==> config.mk <==
export PLATFORM = sky130hd
export DESIGN_NAME = cpu_mem_arbiter_flat
export DESIGN_NICKNAME = d
export VERILOG_FILES = /design/src/rtl/cpu_mem_arbiter_if.sv /design/src/rtl/cpu_mem_arbiter.sv /design/src/flat_wrapper.sv
export SDC_FILE = /design/constraint.sdc
export NUM_CORES = 1
export LEC_CHECK = 0
export CORE_UTILIZATION = 37
export CTS_CLUSTER_DIAMETER = 40
export CTS_CLUSTER_SIZE = 25
export DETAILED_ROUTE_END_ITERATION = 10
export PLACE_DENSITY = 0.75
export SETUP_SLACK_MARGIN = 0.05
export SKIP_CTS_REPAIR_TIMING = 1
export SLEW_MARGIN = 20
export SYNTH_ARGS = -nofsm -noshare
export SYNTH_HDL_FRONTEND = slang
export SYNTH_SLANG_ARGS = --single-unit
==> constraint.sdc <==
create_clock -name clk -period 1.55 [get_ports clk]
set_input_delay 0.155 -clock clk [delete_from_list [all_inputs] [get_ports clk]]
set_output_delay 0.155 -clock clk [all_outputs]
set_load 0.1 [all_outputs]
==> src/rtl/cpu_mem_arbiter_if.sv <==
`default_nettype none
// ============================================================================
// Module      : cpu_mem_arbiter_if
// Description : Bundle of fetch, data and memory-side signals for the CPU
//               memory arbiter.
// Revision    : 1.0 - initial release
// ============================================================================
interface cpu_mem_arbiter_if #(
    parameter int ADDR_W = 32,
    parameter int DATA_W = 32
) ();
    logic              if_req;
    logic [ADDR_W-1:0] if_addr;
    logic [DATA_W-1:0] if_rdata;
    logic              if_done;

    logic              d_req;
    logic              d_we;
    logic [ADDR_W-1:0] d_addr;
    logic [DATA_W-1:0] d_wdata;
    logic [DATA_W-1:0] d_rdata;
    logic              d_done;

    logic              mem_en;
    logic              mem_we;
    logic [ADDR_W-1:0] mem_addr;
    logic [DATA_W-1:0] mem_wdata;
    logic [DATA_W-1:0] mem_rdata;
    logic              mem_ready;

    logic              err;
    logic              busy;

    modport slave (
        input  if_req, if_addr, d_req, d_we, d_addr, d_wdata, mem_rdata, mem_ready,
        output if_rdata, if_done, d_rdata, d_done,
        output mem_en, mem_we, mem_addr, mem_wdata, err, busy
    );

    modport master (
        output if_req, if_addr, d_req, d_we, d_addr, d_wdata, mem_rdata, mem_ready,
        input  if_rdata, if_done, d_rdata, d_done,
        input  mem_en, mem_we, mem_addr, mem_wdata, err, busy
    );
endinterface
`default_nettype wire

==> src/rtl/cpu_mem_arbiter.sv <==
`default_nettype none
// ============================================================================
// Module      : cpu_mem_arbiter
// Description : Round-robin arbiter sharing one memory port between fetch and
//               data requesters, with per-access timeout.
// Revision    : 1.0 - initial release
// ============================================================================
module cpu_mem_arbiter #(
    parameter int ADDR_W   = 32,
    parameter int DATA_W   = 32,
    parameter int MAX_WAIT = 15
) (
    input  wire logic       clk,
    input  wire logic       rst,
    cpu_mem_arbiter_if.slave bus
);
    typedef enum logic [1:0] {
        S_IDLE   = 2'd0,
        S_ACCESS = 2'd1,
        S_DONE   = 2'd2
    } state_t;

    localparam logic [7:0] c_WAIT_LAST = 8'(MAX_WAIT - 1);

    state_t            r_state,     w_state_nxt;
    logic              r_last_d,    w_last_d_nxt;
    logic              r_gnt_d,     w_gnt_d_nxt;
    logic [7:0]        r_cnt,       w_cnt_nxt;
    logic              r_mem_en,    w_mem_en_nxt;
    logic              r_mem_we,    w_mem_we_nxt;
    logic [ADDR_W-1:0] r_mem_addr,  w_mem_addr_nxt;
    logic [DATA_W-1:0] r_mem_wdata, w_mem_wdata_nxt;
    logic [DATA_W-1:0] r_if_rdata,  w_if_rdata_nxt;
    logic [DATA_W-1:0] r_d_rdata,   w_d_rdata_nxt;
    logic              r_if_done,   w_if_done_nxt;
    logic              r_d_done,    w_d_done_nxt;
    logic              r_err,       w_err_nxt;
    logic              r_busy,      w_busy_nxt;
    logic [DATA_W-1:0] w_rdata;
    logic              w_pick_d;

    // On a tie the requester that did not win last time gets the port.
    assign w_pick_d = bus.d_req & (~bus.if_req | ~r_last_d);

    always_ff @(posedge clk) begin
        if (rst) begin
            r_state     <= S_IDLE;
            r_last_d    <= 1'b0;
            r_gnt_d     <= 1'b0;
            r_cnt       <= '0;
            r_mem_en    <= 1'b0;
            r_mem_we    <= 1'b0;
            r_mem_addr  <= '0;
            r_mem_wdata <= '0;
            r_if_rdata  <= '0;
            r_d_rdata   <= '0;
            r_if_done   <= 1'b0;
            r_d_done    <= 1'b0;
            r_err       <= 1'b0;
            r_busy      <= 1'b0;
        end else begin
            r_state     <= w_state_nxt;
            r_last_d    <= w_last_d_nxt;
            r_gnt_d     <= w_gnt_d_nxt;
            r_cnt       <= w_cnt_nxt;
            r_mem_en    <= w_mem_en_nxt;
            r_mem_we    <= w_mem_we_nxt;
            r_mem_addr  <= w_mem_addr_nxt;
            r_mem_wdata <= w_mem_wdata_nxt;
            r_if_rdata  <= w_if_rdata_nxt;
            r_d_rdata   <= w_d_rdata_nxt;
            r_if_done   <= w_if_done_nxt;
            r_d_done    <= w_d_done_nxt;
            r_err       <= w_err_nxt;
            r_busy      <= w_busy_nxt;
        end
    end

    always_comb begin
        w_state_nxt     = r_state;
        w_last_d_nxt    = r_last_d;
        w_gnt_d_nxt     = r_gnt_d;
        w_cnt_nxt       = r_cnt;
        w_mem_en_nxt    = r_mem_en;
        w_mem_we_nxt    = r_mem_we;
        w_mem_addr_nxt  = r_mem_addr;
        w_mem_wdata_nxt = r_mem_wdata;
        w_if_rdata_nxt  = r_if_rdata;
        w_d_rdata_nxt   = r_d_rdata;
        w_if_done_nxt   = 1'b0;
        w_d_done_nxt    = 1'b0;
        w_err_nxt       = 1'b0;
        w_rdata         = '0;

        case (r_state)
            S_IDLE: begin
                if (bus.if_req | bus.d_req) begin
                    w_state_nxt  = S_ACCESS;
                    w_gnt_d_nxt  = w_pick_d;
                    w_last_d_nxt = w_pick_d;
                    w_cnt_nxt    = '0;
                    w_mem_en_nxt = 1'b1;
                    if (w_pick_d) begin
                        w_mem_we_nxt    = bus.d_we;
                        w_mem_addr_nxt  = bus.d_addr;
                        w_mem_wdata_nxt = bus.d_wdata;
                    end else begin
                        w_mem_we_nxt    = 1'b0;
                        w_mem_addr_nxt  = bus.if_addr;
                        w_mem_wdata_nxt = '0;
                    end
                end
            end
            S_ACCESS: begin
                if (bus.mem_ready || (r_cnt == c_WAIT_LAST)) begin
                    // A store or an aborted access reports zero read data.
                    if (bus.mem_ready && !r_mem_we) begin
                        w_rdata = bus.mem_rdata;
                    end
                    if (r_gnt_d) begin
                        w_d_rdata_nxt = w_rdata;
                        w_d_done_nxt  = 1'b1;
                    end else begin
                        w_if_rdata_nxt = w_rdata;
                        w_if_done_nxt  = 1'b1;
                    end
                    w_err_nxt    = ~bus.mem_ready;
                    w_mem_en_nxt = 1'b0;
                    w_mem_we_nxt = 1'b0;
                    w_state_nxt  = S_DONE;
                end else begin
                    w_cnt_nxt = r_cnt + 8'd1;
                end
            end
            S_DONE: begin
                w_state_nxt = S_IDLE;
            end
            default: begin
                w_state_nxt  = S_IDLE;
                w_mem_en_nxt = 1'b0;
                w_mem_we_nxt = 1'b0;
            end
        endcase

        w_busy_nxt = (w_state_nxt != S_IDLE);
    end

    assign bus.if_rdata  = r_if_rdata;
    assign bus.if_done   = r_if_done;
    assign bus.d_rdata   = r_d_rdata;
    assign bus.d_done    = r_d_done;
    assign bus.mem_en    = r_mem_en;
    assign bus.mem_we    = r_mem_we;
    assign bus.mem_addr  = r_mem_addr;
    assign bus.mem_wdata = r_mem_wdata;
    assign bus.err       = r_err;
    assign bus.busy      = r_busy;
endmodule
`default_nettype wire

==> src/flat_wrapper.sv <==
// flat-port wrapper written by rule: the top's interface ports become plain ports
module cpu_mem_arbiter_flat 
#(
    parameter int ADDR_W   = 32,
    parameter int DATA_W   = 32,
    parameter int MAX_WAIT = 15
)
  (clk, rst, bus_if_req, bus_if_addr, bus_d_req, bus_d_we, bus_d_addr, bus_d_wdata, bus_mem_rdata, bus_mem_ready, bus_if_rdata, bus_if_done, bus_d_rdata, bus_d_done, bus_mem_en, bus_mem_we, bus_mem_addr, bus_mem_wdata, bus_err, bus_busy);
  cpu_mem_arbiter_if #(.ADDR_W(ADDR_W), .DATA_W(DATA_W)) bus_i ();
  input  wire logic clk;
  input  wire logic rst;
  input wire logic [$bits(bus_i.if_req)-1:0] bus_if_req;
  input wire logic [$bits(bus_i.if_addr)-1:0] bus_if_addr;
  input wire logic [$bits(bus_i.d_req)-1:0] bus_d_req;
  input wire logic [$bits(bus_i.d_we)-1:0] bus_d_we;
  input wire logic [$bits(bus_i.d_addr)-1:0] bus_d_addr;
  input wire logic [$bits(bus_i.d_wdata)-1:0] bus_d_wdata;
  input wire logic [$bits(bus_i.mem_rdata)-1:0] bus_mem_rdata;
  input wire logic [$bits(bus_i.mem_ready)-1:0] bus_mem_ready;
  output wire logic [$bits(bus_i.if_rdata)-1:0] bus_if_rdata;
  output wire logic [$bits(bus_i.if_done)-1:0] bus_if_done;
  output wire logic [$bits(bus_i.d_rdata)-1:0] bus_d_rdata;
  output wire logic [$bits(bus_i.d_done)-1:0] bus_d_done;
  output wire logic [$bits(bus_i.mem_en)-1:0] bus_mem_en;
  output wire logic [$bits(bus_i.mem_we)-1:0] bus_mem_we;
  output wire logic [$bits(bus_i.mem_addr)-1:0] bus_mem_addr;
  output wire logic [$bits(bus_i.mem_wdata)-1:0] bus_mem_wdata;
  output wire logic [$bits(bus_i.err)-1:0] bus_err;
  output wire logic [$bits(bus_i.busy)-1:0] bus_busy;
  assign bus_i.if_req = bus_if_req;
  assign bus_i.if_addr = bus_if_addr;
  assign bus_i.d_req = bus_d_req;
  assign bus_i.d_we = bus_d_we;
  assign bus_i.d_addr = bus_d_addr;
  assign bus_i.d_wdata = bus_d_wdata;
  assign bus_i.mem_rdata = bus_mem_rdata;
  assign bus_i.mem_ready = bus_mem_ready;
  assign bus_if_rdata = bus_i.if_rdata;
  assign bus_if_done = bus_i.if_done;
  assign bus_d_rdata = bus_i.d_rdata;
  assign bus_d_done = bus_i.d_done;
  assign bus_mem_en = bus_i.mem_en;
  assign bus_mem_we = bus_i.mem_we;
  assign bus_mem_addr = bus_i.mem_addr;
  assign bus_mem_wdata = bus_i.mem_wdata;
  assign bus_err = bus_i.err;
  assign bus_busy = bus_i.busy;
  cpu_mem_arbiter #(.ADDR_W(ADDR_W), .DATA_W(DATA_W), .MAX_WAIT(MAX_WAIT)) u_core (.clk(clk), .rst(rst), .bus(bus_i));
endmodule
==> impl_metrics.py, run 1 <==
metrics = {
    "grt": {
        "grt_use_total_pct": 23.6,
        "grt_max_degree": 94,
        "overflow": 0,
        "first_global_vias": 5559,
        "grt_pass1_wl_mm": 29.1,
        "antenna_found_initial": 0,
    },
    "floorplanning": {
        "die_h_um": 125,
        "die-width_um": 125,
        "dieArea_um2": 15700,
        "core_area_um2": 14700,
        "core.rowCount": 44,
        "start_util_pct": 38.2,
        "num_io_pins": 268,
    },
    "routing": {
        "postRouteAntennaNets": 0,
        "drt_wl_total_mm": 19.4,
        "wl_per_cell_um": 17.6,
        "drt_iter0_drc": 424,
        "vias": 5908,
        "vias_per_cell": 5.34,
        "drt_first_pass_iters": 8,
        "drc_errors": 16,
    },
    "critical_path": {
        "cp-start-kind": "register",
        "crit_cells": 6,
        "crit_type": "reg -> reg",
        "required_ps": 1860,
        "cpLargestDelayFamily": "buffers and inverters",
        "ff2ff_path_depth": 6,
        "cpMaxStageDelayCell": "nor3_4",
        "cp.arrival_ps": 1870,
        "worst-path-buf-inv": 3,
        "endpoint_kind": "register",
        "worstPathCellList": "buf_6, nor3_4, buf_4, buf_12, nor2_2, a211oi_1",
        "cp_slowest_stage_delay_ps": 370,
        "r2r_setup_slack_ps": -10,
        "critPathMaxFanout": 8,
    },
    "clock_tree": {
        "htreeDepth": 4,
        "cts_sinks": 145,
        "path_clk_slew_ps": 60,
        "clock-root-buffer": "clkbuf_16",
        "tritoncts": "done",
        "cts_buffer_depth": 2,
        "cts_buffers": 17,
        "clock_latency_ps": 420,
    },
    "job": {
        "maxCapViolCount": 0,
    },
    "yosys": {
        "synth_seq_cells": 145,
        "synthTopCellsByArea": "dfxtp_1 (52%), nand3_1 (6.5%), a21oi_1 (6.2%)",
        "synth-edff-count": 0,
        "synth_top_area_share_pct": 51.7,
        "ys_warn_count": 0,
        "ys_seq_area_share_pct": 51.7,
        "synthesis.nets": 771,
        "ys_types": 36,
        "synthArstFlopShare_pct": 0,
        "synth_area_um2": 5620,
        "synth_flop_cell": "dfxtp_1",
        "synth_top_cell_by_area": "dfxtp_1",
        "syn-instance-count": 635,
        "synth.avg_cell_area_um2": 8.85,
    },
    "layout": {
        "antennaDiodeCount": 0,
        "layout-drive-gt1-share_pct": 28.3,
        "area_delta_synth_final_pct": 96.7,
        "fin_nets": 1046,
    },
    "placed_design": {
        "routabilityCongestion": 0.770,
        "port_buffers": 267,
        "dp_hpwl_mm": 13.2,
    },
    "timing": {
        "worstMarginPinSlew_ps": 425,
        "finalHoldViolCount": 0,
        "period_minus_slack_ps": 1560,
        "worst_slack_ps": -9.66,
        "setup_viol": 1,
        "rsz0062_at_grt": "true",
        "max_freq_ghz": 0.641,
        "fin_crit_sh_pct": 101,
        "slew_violations": 0,
        "maxSlewHeadroom_pct": 71.7,
        "worst_clock_skew_ps": 12.5,
        "tns_ps": -9.66,
    },
    "outcome": {
        "status": "complete, but fails checks",
        "violations": "DRC, setup timing",
    },
    "min_path": {
        "worstHoldPathCells": 2,
        "hold_class": "in -> reg",
    },
    "power": {
        "p_leak_nw": 4.19,
        "power_mw": 12.1,
        "power_density_nw_per_um2": 1100,
        "ir_drop_mv": 0.836,
    },
}
==> stage by stage <==
stage / setup WS, ps / cells / utilization (%) / hold slack (ps) / area, µm²
6_report: -9.66 / 1107 / 75.2 / 121 / 11100
5_1_grt: -63.2 / 1107 / 75.2 / 143 / 11100
4_1_cts: -151 / 1095 / 73.2 / 80.8 / 10800
3_3_place_gp: -98.8 / 1063 / 69.0 / 498 / 10100
3_5_place_dp: -256 / 1063 / 69.0 / 505 / 10100
2_1_floorplan: 43.1 / 635 / - / 234 / 5660
==> cell usage after synthesis, types with 2 or more instances <==
| cell | instances |
|---|---|
| a211oi_1 | 34 |
| a21oi_1 | 70 |
| a22oi_1 | 32 |
| a31oi_1 | 8 |
| and2_1 | 3 |
| buf_2 | 14 |
| clkbuf_1 | 51 |
| dfxtp_1 | 145 |
| ha_1 | 2 |
| inv_1 | 2 |
| mux2i_1 | 32 |
| nand2_1 | 2 |
| nand2b_1 | 3 |
| nand3_1 | 73 |
| nand4_1 | 4 |
| nor2_1 | 69 |
| nor2b_1 | 3 |
| nor3_1 | 3 |
| nor4_1 | 3 |
| o21ai_0 | 64 |
| or3_1 | 3 |
==> final timing paths <==
path                                                           from                                    to
worst max register to register         u_core.r_state[0]$_SDFF_PP0_  u_core.bus.mem_addr[25]$_SDFFE_PP0P_
worst min-delay path                                            rst          u_core.r_last_d$_SDFFE_PP0P_
worst min register to register  u_core.bus.if_rdata[7]$_SDFFE_PP0P_   u_core.bus.if_rdata[7]$_SDFFE_PP0P_
worst max-delay path                   u_core.r_state[0]$_SDFF_PP0_  u_core.bus.mem_addr[25]$_SDFFE_PP0P_
==> report_power, final <==
part	switching (mW)	leakage [nW]	total (mW)	internal, mW
registers	0.230	1.19	4.17	3.94
clock network	1.57	0.306	4.26	2.69
logic	2.24	2.69	3.71	1.47
==> cells in the final DEF (no fill, tap or decap), drive strengths merged, types with 3 or more instances in the layout <==
cell	instances
bufinv	3
nand4	4
o21ai	65
dfxtp	145
buf	187
and2	3
clkbuf	24
a22oi	32
nand3	73
a31oi	8
mux2i	32
clkinv	6
nor2	69
nor4	3
or3	3
a21oi	70
nor2b	3
nor3	3
clkdlybuf4s50	132
a211oi	34
nand2b	4
==> per-layer routing <==
| layer | vias up | GRT usage [%] | wire (µm) |
|---|---|---|---|
| met5 | - | 0 | 0 |
| met4 | 0 | 8.61 | 433 |
| met1 | 2780 | 27.8 | 7750 |
| met2 | 239 | 40.2 | 9880 |
| li1 | 2860 | - | - |
| met3 | 29 | 7.40 | 1370 |
==> worst reg2reg max path, cell delays in order, from the launching register on <==
cell and delay (ps):
dfxtp_4 360, buf_6 130, nor3_4 370, buf_4 200
buf_12 130, nor2_2 40, a211oi_1 230
==> sequential cells by signal (all words and copies together), names as in the netlist <==
register / count
u_core.bus.d_rdata: 32
u_core.bus.if_rdata: 32
u_core.bus.mem_addr: 32
u_core.bus.mem_wdata: 32
u_core.r_cnt: 8
u_core.r_state: 2
u_core.bus.busy: 1
u_core.bus.d_done: 1
u_core.bus.err: 1
u_core.bus.if_done: 1
u_core.bus.mem_en: 1
u_core.bus.mem_we: 1
u_core.r_last_d: 1
==> cell type report <==
class / instances / area (µm²)
repair buffers: 321 / 4640
fillers: 958 / 3650
flip-flops and latches: 145 / 2920
multi-input cells: 423 / 2640
clock buffers: 22 / 484
well taps: 184 / 230
clock inverters: 10 / 131
inverters: 2 / 7.51
==> cells by family (layout without fill, tap and decap cells) <==
family | Yosys count | after routing | synth area share [%]
muxes | 32 | 32 | 5.70
DFF | 145 | 145 | 51.7
buffers and inverters | 68 | 355 | 4.99
and+or+nand+nor | 173 | 173 | 14.6
AOI/OAI and AO/OA | 215 | 216 | 22.6
adders and majority gates | 2 | 2 | 0.445
Note: power is estimated with default switching activity, not from simulation.
==> inputs of run 2 (changes only) <==
GPL_TIMING_DRIVEN = 1   (was unset)
==> results of run 2 <==
The final DEF is identical to that of run 1; final timing and power are the same.
==> RTL edit, RTL diff (config.mk and constraints of run 1) <==
The 3 states of `state_t` get a one-hot encoding in 3 bits.
--- a/src/rtl/cpu_mem_arbiter.sv
+++ b/src/rtl/cpu_mem_arbiter.sv
@@ -14,10 +14,10 @@
     input  wire logic       rst,
     cpu_mem_arbiter_if.slave bus
 );
-    typedef enum logic [1:0] {
-        S_IDLE   = 2'd0,
-        S_ACCESS = 2'd1,
-        S_DONE   = 2'd2
+    typedef enum logic [2:0] {
+        S_IDLE   = 3'b001,
+        S_ACCESS = 3'b010,
+        S_DONE   = 3'b100
     } state_t;
 
     localparam logic [7:0] c_WAIT_LAST = 8'(MAX_WAIT - 1);
Function: same outputs for any inputs over 4 cycles, from zero or initial values and one cycle with rst high; so few cycles prove little.
==> RTL edit against run 1 <==
- the run ends with negative setup slack left
- maximum frequency shrank 1.1%
- power fell by 0.92%
- sequential cell count increased by 1
- wire length fell by 0.29%
- design area up 2.9%
- setup slack lost 17 ps
- worst hold slack worse by 4.1 ps
- clock power down 5.9%
- synthesized area up 2.2%
- die area increased by 2.2%
- largest cell class unchanged
==> RTL edit: results (changes against run 1) <==
Tightest Pin Transition=366.4 ps (-58.70 ps); final setup fails=14 (+13); crit path to=u_core.bus.d_rdata[10]; Setup WS post-layout=-26.35 ps (-16.69 ps); met2 usage=0.3841 (-0.01744); router iterations before antenna repair=5 (-3); I/O Buffers=267 (unchanged); vias in the first global route=5526 (-0.59%); worst reg2reg startpoint=u_core.r_cnt[6]; clock skew=7.563 ps (-4.940 ps); fill count=954 (-0.42%); WL met2=10240 microns (+3.6%); final RePlAce weighted congestion=0.7905 (+2.7%); routed wire length=19380 microns (-0.29%); syn nets=773 (+0.26%); Syn Inst Count=637 (+0.31%); global-route wire length before repair=27740 microns (-4.7%); hold endpoint=u_core.r_cnt[1]; setup_tns=-146.1 ps (-136.5 ps); area of the multi-input gates=2933 sq um (+11%); biggest cell delay along the critical path=430 ps (+60 ps); post-synthesis cell type count=40 (+11%); layout cells sized above 1=0.3377 (+0.05489); Worst Reg-to-Reg Cells=5 (-1); hpwl dp=12510 microns (-5.4%); status=finished, violations left; routed length on met1=7206 microns (-7.0%); met1 Use GR=0.2486 (-0.02894); Clock-cell share=0.04982 (-0.005876); main area contributors after synthesis=dfxtp_1, a21oi_1, nand3_1, mux2i_1, o21ai_0; buffer share of cell area=0.4131 (-0.007133); largest net degree at the start of global routing=63 (-33%); failing checks=negative setup slack; Lkg Pwr=4.195 nW (+0.22%); Cell Area, Placed=10170 sq um (+0.21%); crit path max fanout=14 (+6); synth-to-layout area growth=98.00%; VDD IR max=755.9 uV (-9.6%); clock buffers=20 (-9.1%); top cells by count, synth=dfxtp_1, a21oi_1, nand3_1, nor2_1, o21ai_0; GRT Resource Usage Total=0.2203 (-0.01525); FF/Latch Area=2934 sq um (+0.60%); Power Density=1058 nW/um^2 (-3.7%); sequential share of the synthesized area=0.5087 (-0.007878); count of multi-input gates=426 (+0.71%); Via density=5.375 (+0.71%); met3 usage=0.07043 (-0.003592); Placement Setup Slack=-202.8 ps (+53.39 ps); Synth Register Bits=146 (+0.69%); nets@finish=1049 (+0.29%); met3 wire length=1448 microns (+5.7%); WL/cell=17.43 microns (-0.74%); CP max-delay cell=or3_4; initial DRC count=339 (-20%); DP Cell Count=1069 (+0.56%); non-clock buffer count=320 (-0.31%); Hold WS=117.1 ps (-4.120 ps)
RTL edit: cell types whose count changed after synthesis, sizes merged, moves of 3 or more:
cell / before / now
buf: 15 / 28
o21ai: 65 / 71
nand4: 4 / 0
a31oi: 8 / 2
nand2: 2 / 6
a21oi: 70 / 76
nor2: 69 / 66
clkbuf: 51 / 36
RTL edit: logic make-up after synthesis:
group,after synthesis,synth area share
buffers and inverters,66,0.05640
adder cells (fa/ha/maj),2,0.004355
AO/OA/AOI/OAI,220,0.2250
flip-flops,146,0.5087
multiplexers,32,0.05575
AND/OR/NAND/NOR,171,0.1498
RTL edit: power by group:
group          leakage [nW]  switching (W)  internal [W]
logic                  2.72        0.00229       0.00152
registers              1.19       0.000244       0.00397
clock network         0.282        0.00158       0.00243
total                  4.20        0.00411       0.00792
RTL edit: worst max-delay path: cells and delay by family, from the launching register on:
kind	cells	cell delay, ps
buffers and inverters	1	170
and+or+nand+nor	1	430
DFF	1	320
AOI/OAI and AO/OA	3	530
